===== src/rtl/ram_port_arbiter.sv =====
// ram_port_arbiter
//   Lets two bus masters share one single-port RAM. M0 is the CPU data port and M1 is the
//   loader/DMA. The arbiter takes one request at a time and runs one RAM access with
//   WAIT_STATES extra enable cycles. It then returns a one-cycle ACK, plus the registered
//   read data on a read, to the master that owned the access.
//
// Parameters
//   AW, DW       address / data width
//   WAIT_STATES  extra cycles the RAM enables are held before sampling (0..15)
//   FIXED_PRIO   0: round-robin on ties, 1: M0 always wins ties
//
// Ports (all outputs registered)
//   iCLK, iRST                 clock, asynchronous active-low reset
//   iMx_REQ/WR/ADDR/WDATA      master x request, direction (1 = write), address, write data
//   oMx_RDATA, oMx_ACK         master x read data (valid with ACK), one-cycle completion pulse
//   oRAM_CE/RD/WR              RAM enables, high for WAIT_STATES+1 cycles per access
//   oRAM_ADDR, oRAM_DATA       RAM address / write data from the request latch
//   iRAM_DATA                  RAM read data, captured on the last access cycle
//   oGNT                       one-hot owner {M1,M0}, 00 when idle
//   oBUSY                      high while an access or its response is in progress
module ram_port_arbiter #(
  parameter int unsigned AW          = 32,
  parameter int unsigned DW          = 32,
  parameter int unsigned WAIT_STATES = 0,
  parameter int unsigned FIXED_PRIO  = 0
) (
  input  logic          iCLK,
  input  logic          iRST,
  input  logic          iM0_REQ,
  input  logic          iM0_WR,
  input  logic [AW-1:0] iM0_ADDR,
  input  logic [DW-1:0] iM0_WDATA,
  output logic [DW-1:0] oM0_RDATA,
  output logic          oM0_ACK,
  input  logic          iM1_REQ,
  input  logic          iM1_WR,
  input  logic [AW-1:0] iM1_ADDR,
  input  logic [DW-1:0] iM1_WDATA,
  output logic [DW-1:0] oM1_RDATA,
  output logic          oM1_ACK,
  output logic          oRAM_CE,
  output logic          oRAM_RD,
  output logic          oRAM_WR,
  output logic [AW-1:0] oRAM_ADDR,
  output logic [DW-1:0] oRAM_DATA,
  input  logic [DW-1:0] iRAM_DATA,
  output logic [1:0]    oGNT,
  output logic          oBUSY
);

  typedef enum logic [1:0] {StIdle, StAccess, StResp} state_e;

  // Wait counter is 4 bits wide, so WAIT_STATES is limited to 0..15.
  localparam logic [3:0] WaitInit = 4'(WAIT_STATES);

  state_e        r_state;
  logic [3:0]    r_cnt;
  logic          r_owner_m1;  // owner of the access in flight
  logic          r_last_m1;   // last completed grant; resets to M1 so M0 wins the first tie
  logic          r_dir_wr;
  logic [AW-1:0] r_addr;
  logic [DW-1:0] r_wdata;
  logic [DW-1:0] r_m0_rdata;
  logic [DW-1:0] r_m1_rdata;
  logic          r_m0_ack;
  logic          r_m1_ack;
  logic          r_ram_ce;
  logic          r_ram_rd;
  logic          r_ram_wr;
  logic [1:0]    r_gnt;
  logic          r_busy;

  logic          w_any_req;
  logic          w_pick_m1;
  logic          w_sel_wr;
  logic [AW-1:0] w_sel_addr;
  logic [DW-1:0] w_sel_wdata;

  // Arbitration: on a tie, round-robin picks whichever master did not win last time.
  always_comb begin
    w_any_req = iM0_REQ | iM1_REQ;
    if (iM0_REQ && iM1_REQ) begin
      w_pick_m1 = (FIXED_PRIO == 0) && !r_last_m1;
    end else begin
      w_pick_m1 = iM1_REQ;
    end
    w_sel_wr    = w_pick_m1 ? iM1_WR    : iM0_WR;
    w_sel_addr  = w_pick_m1 ? iM1_ADDR  : iM0_ADDR;
    w_sel_wdata = w_pick_m1 ? iM1_WDATA : iM0_WDATA;
  end

  always_ff @(posedge iCLK or negedge iRST) begin
    if (!iRST) begin
      r_state    <= StIdle;
      r_cnt      <= '0;
      r_owner_m1 <= 1'b0;
      r_last_m1  <= 1'b1;
      r_dir_wr   <= 1'b0;
      r_addr     <= '0;
      r_wdata    <= '0;
      r_m0_rdata <= '0;
      r_m1_rdata <= '0;
      r_m0_ack   <= 1'b0;
      r_m1_ack   <= 1'b0;
      r_ram_ce   <= 1'b0;
      r_ram_rd   <= 1'b0;
      r_ram_wr   <= 1'b0;
      r_gnt      <= 2'b00;
      r_busy     <= 1'b0;
    end else begin
      unique case (r_state)
        StIdle: begin
          if (w_any_req) begin
            r_owner_m1 <= w_pick_m1;
            r_dir_wr   <= w_sel_wr;
            r_addr     <= w_sel_addr;
            r_wdata    <= w_sel_wdata;
            r_cnt      <= WaitInit;
            r_gnt      <= w_pick_m1 ? 2'b10 : 2'b01;
            r_busy     <= 1'b1;
            r_ram_ce   <= 1'b1;
            r_ram_rd   <= ~w_sel_wr;
            r_ram_wr   <= w_sel_wr;
            r_state    <= StAccess;
          end
        end
        StAccess: begin
          if (r_cnt != 4'd0) begin
            r_cnt <= r_cnt - 4'd1;
          end else begin
            // Last enable cycle: drop the RAM strobes and capture read data on this edge.
            r_ram_ce <= 1'b0;
            r_ram_rd <= 1'b0;
            r_ram_wr <= 1'b0;
            if (r_owner_m1) begin
              r_m1_ack <= 1'b1;
              if (!r_dir_wr) r_m1_rdata <= iRAM_DATA;
            end else begin
              r_m0_ack <= 1'b1;
              if (!r_dir_wr) r_m0_rdata <= iRAM_DATA;
            end
            r_state <= StResp;
          end
        end
        StResp: begin
          r_m0_ack  <= 1'b0;
          r_m1_ack  <= 1'b0;
          r_last_m1 <= r_owner_m1;
          r_gnt     <= 2'b00;
          r_busy    <= 1'b0;
          r_state   <= StIdle;
        end
        default: r_state <= StIdle;
      endcase
    end
  end

  assign oM0_RDATA = r_m0_rdata;
  assign oM0_ACK   = r_m0_ack;
  assign oM1_RDATA = r_m1_rdata;
  assign oM1_ACK   = r_m1_ack;
  assign oRAM_CE   = r_ram_ce;
  assign oRAM_RD   = r_ram_rd;
  assign oRAM_WR   = r_ram_wr;
  assign oRAM_ADDR = r_addr;
  assign oRAM_DATA = r_wdata;
  assign oGNT      = r_gnt;
  assign oBUSY     = r_busy;

endmodule


===== config.mk =====
export PLATFORM = sky130hd
export DESIGN_NAME = ram_port_arbiter
export DESIGN_NICKNAME = d
export VERILOG_FILES = /design/src/rtl/ram_port_arbiter.sv
export SDC_FILE = /design/constraint.sdc
export NUM_CORES = 1
export LEC_CHECK = 0
export ABC_CLOCK_PERIOD_IN_PS = 3950
export BUFFER_PORTS_ARGS = -buffer_cell sky130_fd_sc_hd__buf_4
export CAP_MARGIN = 20
export CORE_UTILIZATION = 40
export DETAILED_ROUTE_END_ITERATION = 6
export PLACE_DENSITY_LB_ADDON = 0.15
export SETUP_SLACK_MARGIN = 0.4
export SLEW_MARGIN = 20
export SYNTH_ARGS = -nofsm -noshare
export SYNTH_HDL_FRONTEND = slang
export SYNTH_SLANG_ARGS = --single-unit

===== constraint.sdc =====
create_clock -name iCLK -period 3.95 [get_ports iCLK]
set_clock_uncertainty 0.1 [all_clocks]
set_input_delay 0.395 -clock iCLK [delete_from_list [all_inputs] [get_ports iCLK]]
set_output_delay 0.395 -clock iCLK [all_outputs]
set_load 0.03 [all_outputs]

==> results.py <==
metrics = {
    "timing": {
        "rsz0062_at_grt": "false",
        "slew_headroom_pct": 28.7,
        "tns_ns": 0,
        "finalWorstPathRequiredPeriod_ns": 2.90,
        "drv_slew": 0,
        "hold_viol_final": 0,
        "finalSetupViolCount": 0,
        "worst_slew_pin_slew_ns": 1.07,
        "period_share_pct": 73.5,
        "fmax_ghz": 0.345,
    },
    "synthesis": {
        "ys_seq_elements": 145,
        "ys_warn_count": 0,
        "yosysSeqAreaShare_pct": 62.1,
        "synth_nets": 588,
        "synth_area_um2": 5840,
        "syn_inst": 420,
        "synth_area_per_cell_um2": 13.9,
        "synth.distinct_cells": 36,
    },
    "placement": {
        "dp_hpwl_um": 11600,
        "gp_congestion": 0.745,
        "portBuffers": 301,
    },
    "cells_and_area": {
        "layout_common_cells": "buf_4 (305), dfrtp_1 (144), inv_1 (68)",
        "area_growth_pct": 50.7,
        "fin_nets": 885,
        "diodes": 0,
        "multi_input_area_um2": 1800,
        "seqCellArea_um2": 3630,
        "final_common_cell": "buf_4",
        "nFillCells": 1073,
        "drive_gt1_share_pct": 56.2,
    },
    "setup_path": {
        "required_ns": 4.14,
        "r2r-start": "r_cnt[0]",
        "critPathKind": "register to register",
        "cp-end-kind": "register",
        "start_kind": "register",
        "worstSetupStartpoint": "r_cnt[0]",
        "crit_path_top_delay_cell": "or3_2",
        "crit_arrival_ns": 3.10,
        "cp_num_buf_inv": 1,
        "crit_fanout": 32,
        "path_cells": "inv_1, ha_1, or3b_4, or2_1, or3_2, mux2_4",
        "cpPeakStageDelay_ns": 0.88,
        "crit_family": "simple AND/OR/NAND/NOR gates",
        "reg2reg_slack_ns": 1.05,
    },
    "global_routing": {
        "antenna_found_initial": 0,
        "grt_pass1_vias": 4624,
        "gr-total-overflow": 0,
        "grt_pass1_wl_um": 23900,
        "grt_usage_pct": 21.2,
        "grt_max_degree": 93,
    },
    "floorplanning": {
        "ios": 302,
        "die_h_um": 123,
        "die_w_um": 123,
        "start_util_pct": 41.6,
        "die-area_um2": 15100,
        "rows": 43,
        "core_um2": 14000,
    },
    "clock_network": {
        "postCtsSetupBuffers": 0,
        "ctsLongestPathBuffers": 2,
        "clockRootBuffer": "clkbuf_16",
        "cts_tree": "yes",
        "numCtsBuffers": 17,
        "clk_pin_slew_ns": 0.06,
        "htree_levels": 4,
        "clock-sinks": 145,
        "insertion_delay_ns": 0.41,
    },
    "flow_run": {
        "drv_cap": 0,
    },
    "hold_path": {
        "hold_path_class": "primary input to register",
        "worstHoldStart": "iM1_ADDR[17]",
    },
    "power": {
        "peakVddDrop_mv": 0.474,
        "power_density_nw_per_um2": 977,
        "leakage_nw": 4.66,
        "power_w": 0.00860,
    },
    "outcome": {
        "outcome": "finished with violations",
        "violations": "DRC",
    },
    "route": {
        "drt_pass1_iterations": 7,
        "wl_per_cell_um": 17.8,
        "wirelength_um": 16200,
        "drtIter0Drc": 418,
        "drc": 7,
        "vias": 4656,
        "ant_nets": 0,
        "vias_per_cell": 5.12,
    },
}
-- routing by layer --
metal | routed length [µm] | GRT usage (%) | vias to the layer above
met2 | 8200 | 35.1 | 214
met1 | 6280 | 25.1 | 2287
li1 | - | - | 2138
met3 | 1470 | 7.85 | 17
met4 | 266 | 7.70 | 0
met5 | 0 | 0 | -
-- cell families after synthesis --
group	count (synthesis)	synth area share (%)
AOI/OAI and AO/OA	77	12.4
DFF	145	62.1
xor gates and xnor gates	1	0.150
muxes	68	15.0
buffers and inverters	97	7.28
and+or+nand+nor	30	2.55
adders and majority gates	2	0.428
-- synthesized netlist by cell type (all sizes together) --
library cell	instances	area share, %
inv	68	4.4
and3	1	0.11
mux2	66	15
a21o	1	0.13
a21boi	1	0.13
a22o	1	0.15
buf	14	1.9
nand3b	1	0.13
mux2i	2	0.34
dfstp	1	0.45
or3	1	0.11
a31o	1	0.15
nor4	1	0.11
o22a	1	0.15
xor2	1	0.15
o21ai	5	0.43
and2	1	0.11
nand2b	2	0.21
nand3	4	0.34
nand2	13	0.84
dfrtp	144	62
ha	2	0.43
nor2b	1	0.11
clkbuf	15	0.99
nor2	3	0.19
or2	1	0.11
a222oi	64	11
o21a	2	0.26
a21oi	1	0.086
or3b	1	0.19
-- tightest hold or removal path, cell delays in order --
cell	delay [ns]
buf_4	0.07
a222oi_1	0.05
inv_1	0.05
-- layout make-up --
class | instances | area share [%]
clock buffer | 22 | 5.62
clock inverter | 9 | 0.924
timing repair buffer | 307 | 26.3
inverter | 68 | 2.90
sequential | 145 | 41.2
multi-input combinational | 178 | 20.5
tap | 180 | 2.56
-- state kept, by name, indices dropped and copies added, names as in the netlist, 2 cells and up --
name and flops:
oM0_RDATA 32, oM1_RDATA 32, oRAM_ADDR 32, oRAM_DATA 32, r_cnt 4, oGNT 2
r_state 2
-- metrics by stage --
| step | setup WS (ns) | std cells | utilization (%) | cell area [µm²] | hold WS (ns) |
|---|---|---|---|---|---|
| 6_report | 1.05 | 909 | 62.7 | 8800 | 0.0863 |
| 2_1_floorplan | 1.55 | 420 | - | 5840 | -0.000591 |
| 4_1_cts | 1.03 | 909 | 62.6 | 8800 | 0.0665 |
| 3_3_place_gp | 1.12 | 877 | 58.5 | 8210 | 0.369 |
| 3_5_place_dp | 1.05 | 877 | 58.5 | 8210 | 0.375 |
| 5_1_grt | 0.974 | 909 | 62.7 | 8800 | 0.0702 |
-- timing repair --
action / CTS / global route
resized for setup: 0 / 0
hold buffers: 1 / 0
setup endpoints to repair: 0 / 0
endpoints found under the hold margin: 48 / 0
-- final timing paths --
| path | end | depth (start not counted) |
|---|---|---|
| setup reg to reg | oM0_RDATA[25] | 6 |
| setup / recovery | oM0_RDATA[25] | 6 |
| max in group asynchronous | oRAM_DATA[21] | 3 |
| hold / removal | oRAM_ADDR[17] | 3 |
| min in group asynchronous | oM0_RDATA[12] | 2 |
| hold reg to reg | r_cnt[3] | 1 |
-- power by group --
group | internal (W) | total [W] | switching (W)
Combinational | 0.00185 | 0.00439 | 0.00254
Clock | 0.000942 | 0.00153 | 0.000587
Sequential | 0.00224 | 0.00268 | 0.000440
Total | 0.00504 | 0.00860 | 0.00357
Note: power is estimated with default switching activity, not from simulation.
